## src/rtl/vend_change_fsm.sv

```systemverilog
// Moore vending controller: sums 5/10/25 coin pulses into credit, vends at PRICE and pays change.
// Define VEND_TEN_CHANGE_EN to dispense 10-rupee change coins greedily before a final 5.
module vend_change_fsm #(
    parameter int PRICE      = 25,
    parameter int MAX_CREDIT = 95,
    parameter int CREDIT_W   = 8
) (
    input  logic                clock,
    input  logic                reset,
    input  logic                fiveRupees,
    input  logic                tenRupees,
    input  logic                twentyFiveRupees,
    input  logic                cancel,
    output logic                theProduct,
    output logic                changeFive,
    output logic                changeTen,
    output logic                coinReject,
    output logic [CREDIT_W-1:0] credit,
    output logic [2:0]          currentState
);

    localparam int SUM_W = CREDIT_W + 1;
    localparam logic [SUM_W-1:0]    PRICE_WIDE   = SUM_W'(PRICE);
    localparam logic [SUM_W-1:0]    MAX_WIDE     = SUM_W'(MAX_CREDIT);
    localparam logic [CREDIT_W-1:0] PRICE_NARROW = CREDIT_W'(PRICE);

    typedef enum logic [2:0] {
        IDLE   = 3'b000,
        ACCUM  = 3'b001,
        VEND   = 3'b010,
        CHANGE = 3'b011,
        REFUND = 3'b100
    } stateT;

    stateT               stateReg, stateNext;
    logic [CREDIT_W-1:0] creditReg, creditNext;
    logic                rejectReg, rejectNext;

    logic [SUM_W-1:0]    coinSum;
    logic [SUM_W-1:0]    creditSum;
    logic                coinsIn;
    logic                tenStep;
    logic [CREDIT_W-1:0] dispenseStep;
    logic                dispensing;

    // credit+sum carries one extra bit so the overflow test cannot wrap
    assign coinSum   = (fiveRupees       ? SUM_W'(5)  : '0)
                     + (tenRupees        ? SUM_W'(10) : '0)
                     + (twentyFiveRupees ? SUM_W'(25) : '0);
    assign creditSum = {1'b0, creditReg} + coinSum;
    assign coinsIn   = fiveRupees | tenRupees | twentyFiveRupees;

`ifdef VEND_TEN_CHANGE_EN
    assign tenStep = (creditReg >= CREDIT_W'(10));
`else
    assign tenStep = 1'b0;
`endif
    assign dispenseStep = tenStep ? CREDIT_W'(10) : CREDIT_W'(5);
    assign dispensing   = (stateReg == CHANGE) || (stateReg == REFUND);

    always_ff @(posedge clock) begin
        if (!reset) begin
            stateReg  <= IDLE;
            creditReg <= '0;
            rejectReg <= 1'b0;
        end else begin
            stateReg  <= stateNext;
            creditReg <= creditNext;
            rejectReg <= rejectNext;
        end
    end

    always_comb begin
        stateNext  = stateReg;
        creditNext = creditReg;
        rejectNext = 1'b0;
        case (stateReg)
            IDLE, ACCUM: begin
                if (cancel) begin
                    rejectNext = coinsIn;
                    stateNext  = (creditReg != '0) ? REFUND : IDLE;
                end else if (coinsIn) begin
                    if (creditSum > MAX_WIDE) begin
                        rejectNext = 1'b1;
                    end else begin
                        creditNext = creditSum[CREDIT_W-1:0];
                        stateNext  = (creditSum >= PRICE_WIDE) ? VEND : ACCUM;
                    end
                end
            end
            VEND: begin
                rejectNext = coinsIn;
                creditNext = creditReg - PRICE_NARROW;
                stateNext  = (creditReg > PRICE_NARROW) ? CHANGE : IDLE;
            end
            CHANGE, REFUND: begin
                // change and refund pay out identically; the last coin empties credit
                rejectNext = coinsIn;
                if (creditReg <= dispenseStep) begin
                    creditNext = '0;
                    stateNext  = IDLE;
                end else begin
                    creditNext = creditReg - dispenseStep;
                end
            end
            default: begin
                stateNext  = IDLE;
                creditNext = '0;
            end
        endcase
    end

    assign theProduct   = (stateReg == VEND);
    assign changeTen    = dispensing & tenStep;
    assign changeFive   = dispensing & ~tenStep;
    assign coinReject   = rejectReg;
    assign credit       = creditReg;
    assign currentState = stateReg;

endmodule

```

## config.mk

```make
export PLATFORM = sky130hd
export DESIGN_NAME = vend_change_fsm
export DESIGN_NICKNAME = d
export VERILOG_FILES = /design/src/rtl/vend_change_fsm.sv
export SDC_FILE = /design/constraint.sdc
export NUM_CORES = 1
export LEC_CHECK = 0
export CAP_MARGIN = 5
export CORE_MARGIN = 1.5
export CORE_UTILIZATION = 47
export CTS_BUF_LIST = sky130_fd_sc_hd__clkbuf_16
export CTS_CLUSTER_DIAMETER = 80
export CTS_CLUSTER_SIZE = 20
export DETAILED_ROUTE_END_ITERATION = 8
export MAX_ROUTING_LAYER = met4
export PLACE_DENSITY = 0.7
export SYNTH_ARGS = -nofsm -noshare
export SYNTH_HDL_FRONTEND = slang
export SYNTH_SLANG_ARGS = --single-unit
```

## constraint.sdc

```tcl
create_clock -name clock -period 11 [get_ports clock]
set_input_delay 3.3 -clock clock [delete_from_list [all_inputs] [get_ports clock]]
set_output_delay 3.3 -clock clock [all_outputs]
set_load 0.03 [all_outputs]
```

==> flow_summary.rst <==
.. list-table::
   :header-rows: 1

   * - Metric
     - Value
   * - Largest area contributor in the netlist
     - sky130_fd_sc_hd__dfxtp_1
   * - Power density over the cells
     - ~300 nW/um^2
   * - Area Overhead vs Synth
     - 16.48%
   * - Cell leakage power
     - 0.6863 nW
   * - Combined global-route utilization of all metal layers
     - roughly 25%
   * - Via-per-instance ratio
     - between 6 and 7
   * - Peak fanout along the critical path
     - 10
   * - Setup TNS
     - 0 ns
   * - Worst ir drop on vdd
     - 0.1538 mV
   * - Final worst path period share
     - between 60 and 70%
   * - Post-Syn Instances
     - 192
   * - Critical path startpoint category
     - primary input
   * - Share of post-route cells with drive strength above 1
     - ~7.2%
   * - Sequential group share of total power
     - between 15 and 20%
   * - Data arrival, critical path
     - between 6 and 7 ns
   * - Time the final worst path needs with I/O delays and setup
     - ~6.8 ns
   * - Clock tree from TritonCTS
     - built
   * - Die Y-Extent
     - between 50 and 60 um
   * - Crit end category
     - register
   * - Most common cell after layout, fill and taps aside
     - sky130_fd_sc_hd__clkdlybuf4s50_1
   * - Residual antenna-violating net count after detailed routing
     - 0
   * - Synthesized area per cell
     - about 7.7 sq um
   * - Leftover overflow at the end of global routing
     - 0
   * - Via count of the routed design
     - around 1.5k
   * - Fillers
     - between 200 and 300
   * - Number of iterations in the first detailed-routing pass
     - 4
   * - Comb pwr share
     - 68.7%
   * - Detailed router's first-iteration violation count
     - about 120
   * - Number of enable flip-flop cells after synthesis
     - 0
   * - Clock group share of total power
     - between 10% and 20%
   * - Longest Clk Path Bufs
     - 2
   * - Final Max Tran Viols
     - 0
   * - Final Routed Wirelength
     - between 3000 and 4000 um
   * - Run status
     - finished clean
   * - Fraction of synthesized cell area taken by the top area cell type
     - 16.15%
   * - Number of distinct library cells after synthesis
     - 58
   * - Worst Hold Margin
     - around 0.56 ns
   * - Post-layout nets
     - ~230
   * - Synthesis warning total
     - 0
   * - Clock root buffer master
     - sky130_fd_sc_hd__clkbuf_16
   * - Max_cap viols
     - 0
   * - Synthesized Nets
     - roughly 210
   * - Dominant delay contributor by cell family on the critical path
     - compound AO/OA/AOI/OAI gates
   * - WL/cell
     - around 16 um
   * - Commonest cells after routing, fill and taps aside
     - sky130_fd_sc_hd__clkdlybuf4s50_1, sky130_fd_sc_hd__nand2_1, sky130_fd_sc_hd__nor2_1
   * - Starting Density
     - 49.13%
   * - Detailed placer's ending HPWL
     - 3104 um
   * - Largest net degree at the start of global routing
     - 13
   * - Data required, critical path
     - about 11 ns
   * - Dominant synthesized flop cell
     - sky130_fd_sc_hd__dfxtp_1
   * - Relative slew slack
     - 33.04%
   * - FFs w/ async S/R, synth
     - 0%
   * - Most area-consuming cells after synthesis
     - sky130_fd_sc_hd__dfxtp_1, sky130_fd_sc_hd__ha_1, sky130_fd_sc_hd__a21oi_1
   * - Cell breakdown of the critical path
     - clkdlybuf4s50_1 > inv_1 > fa_1 > inv_1 > ha_1 > a21oi_1 > nand2_2 > or4_4 > and2_1 > o41ai_4 > a21oi_1 > o31a_1
   * - Die Wd
     - roughly 59 um
   * - Setup repair bufs after CTS
     - 0
   * - Post-CTS Resized
     - 0
   * - Switching share of power
     - 50.36%
   * - Portion of the post-synthesis area used by sequential elements
     - ~16%
   * - Worst Skew
     - 0.0007481 ns
   * - CTS clk-pin slew, worst paths
     - about 0.04 ns
   * - Classification of the worst-slack hold path
     - register to register
   * - Number of buffer cells added on primary ports
     - 19
   * - Hold violation total from the final report
     - 0
   * - Unrepaired setup endpoints after global routing
     - false
   * - Type of the worst setup path
     - primary input to register
   * - Maximum level of the CTS H-tree
     - 1
   * - Number of global-route vias before repair
     - ~1.4k
   * - Clock latency on the worst-skew pair
     - ~0.24 ns
   * - First-pass GRT wire length
     - 6375 um
   * - # DRC
     - 0
   * - Core area
     - approximately 3000 sq um
   * - Number of flip-flops and latches in the synthesized netlist
     - 12
   * - Num CTS Buffers
     - 3
   * - Critical Path Slowest Stage Cell
     - sky130_fd_sc_hd__clkdlybuf4s50_1
   * - Worst-margin pin slew
     - between 0.9 and 1 ns
   * - Final setup vio count
     - 0
   * - Overall die area
     - between 3000 and 4000 sq um
   * - Internal power contribution
     - approximately 0.26 mW
   * - Switching power of the nets
     - around 0.26 mW
   * - Number of antenna violations at the first check in global routing
     - 0
   * - Number of placement rows
     - 20
   * - Cell Area, Synth
     - 1488 sq um
   * - Post-CTS Hold Fix Bufs
     - 0
   * - Global placer's final weighted congestion
     - between 0.8 and 0.9
   * - Critical path's largest stage delay
     - around 0.55 ns
   * - Top-Level Pins
     - 21
   * - Inserted Diodes
     - 0
   * - Clock tree sinks
     - 12
   * - Highest Clock Rate
     - roughly 0.15 GHz
   * - Critical path buffers and inverters
     - 3
power by group through the flow:
stage	combinational [mW]	clock [mW]	sequential (mW)
finish	0.354	0.0685	0.0924
global route	0.387	0.0708	0.0958
CTS	0.350	0.0682	0.0919
detailed placement	0.348	0	0.0925
global placement	0.341	0	0.0924
floorplan	0.252	0	0.105
state kept, by name (all words and copies together) (netlist names):
name	cells
currentState	3
credit	8
coinReject	1
tightest hold or removal path: cells and delay by family, from the launching register on:
| kind | cells | cell delay [ns] |
|---|---|---|
| DFF | 1 | 0.35 |
| AOI/OAI and AO/OA | 2 | 0.16 |
Yosys cell counts, drive strengths merged (3+ instances only):
| cell type | count |
|---|---|
| a21oi | 16 |
| a31oi | 3 |
| and4 | 3 |
| buf | 6 |
| dfxtp | 12 |
| fa | 3 |
| ha | 11 |
| inv | 17 |
| nand2 | 19 |
| nand2b | 3 |
| nand3 | 5 |
| nor2 | 18 |
| nor3 | 6 |
| o211ai | 4 |
| o21ai | 7 |
| o221ai | 6 |
| o31a | 3 |
| xnor2 | 4 |
cell type report:
cell class,instances,area (sq um),share of cell area [%]
Clock buffer,3,75.07,4.332
Inverter,17,63.81,3.682
Multi-Input combinational cell,155,1105,63.75
Tap cell,44,55.05,3.177
Timing Repair Buffer,19,190.2,10.97
Clock inverter,1,3.754,0.2166
Sequential cell,12,240.2,13.86
per-stage QoR:
stage | instances | power [mW] | utilization, % | worst slack, ns | cell area [sq um]
4_1_cts | 251 | 0.5104 | 57.23 | 4.188 | 1733
3_5_place_dp | 247 | 0.4402 | 54.63 | 3.933 | 1654
5_1_grt | 251 | 0.5531 | 57.23 | 3.995 | 1733
3_3_place_gp | 247 | 0.4331 | 54.63 | 4.106 | 1654
2_1_floorplan | 192 | 0.3564 | - | 4.770 | 1488
6_report | 251 | 0.5146 | 57.23 | 4.158 | 1733
logic make-up after synthesis:
logic type / after synthesis / share of synthesized area, %
and+or+nand+nor: 70 / 24.14
buffers and inverters: 25 / 9.587
DFF: 12 / 16.15
muxes: 1 / 0.6729
AOI/OAI and AO/OA: 64 / 32.97
other: 1 / 0.2521
adders and majority gates: 14 / 13.29
xor gates and xnor gates: 5 / 2.944
metal layers:
layer / up-vias / track usage [%] / part of all wire, %
met5: - / - / 0
met2: 63 / 39.09 / 47
li1: 739 / - / -
met4: 0 / 8.117 / 1.3
met1: 711 / 32.31 / 45
met3: 6 / 3.275 / 6.2
path summary, 6_finish.rpt:
kind | to | cells after the start | from | slack (ns)
worst min register to register | currentState[0]$_SDFFE_PN0P_ | 2 | currentState[0]$_SDFFE_PN0P_ | 0.56
worst max-delay path | credit[3]$_SDFFE_PN0P_ | 12 | twentyFiveRupees | 4.16
worst min-delay path | currentState[0]$_SDFFE_PN0P_ | 2 | currentState[0]$_SDFFE_PN0P_ | 0.56
worst max register to register | credit[3]$_SDFFE_PN0P_ | 11 | credit[3]$_SDFFE_PN0P_ | 7.15
No activity file was read; power rests on OpenSTA's default activity.
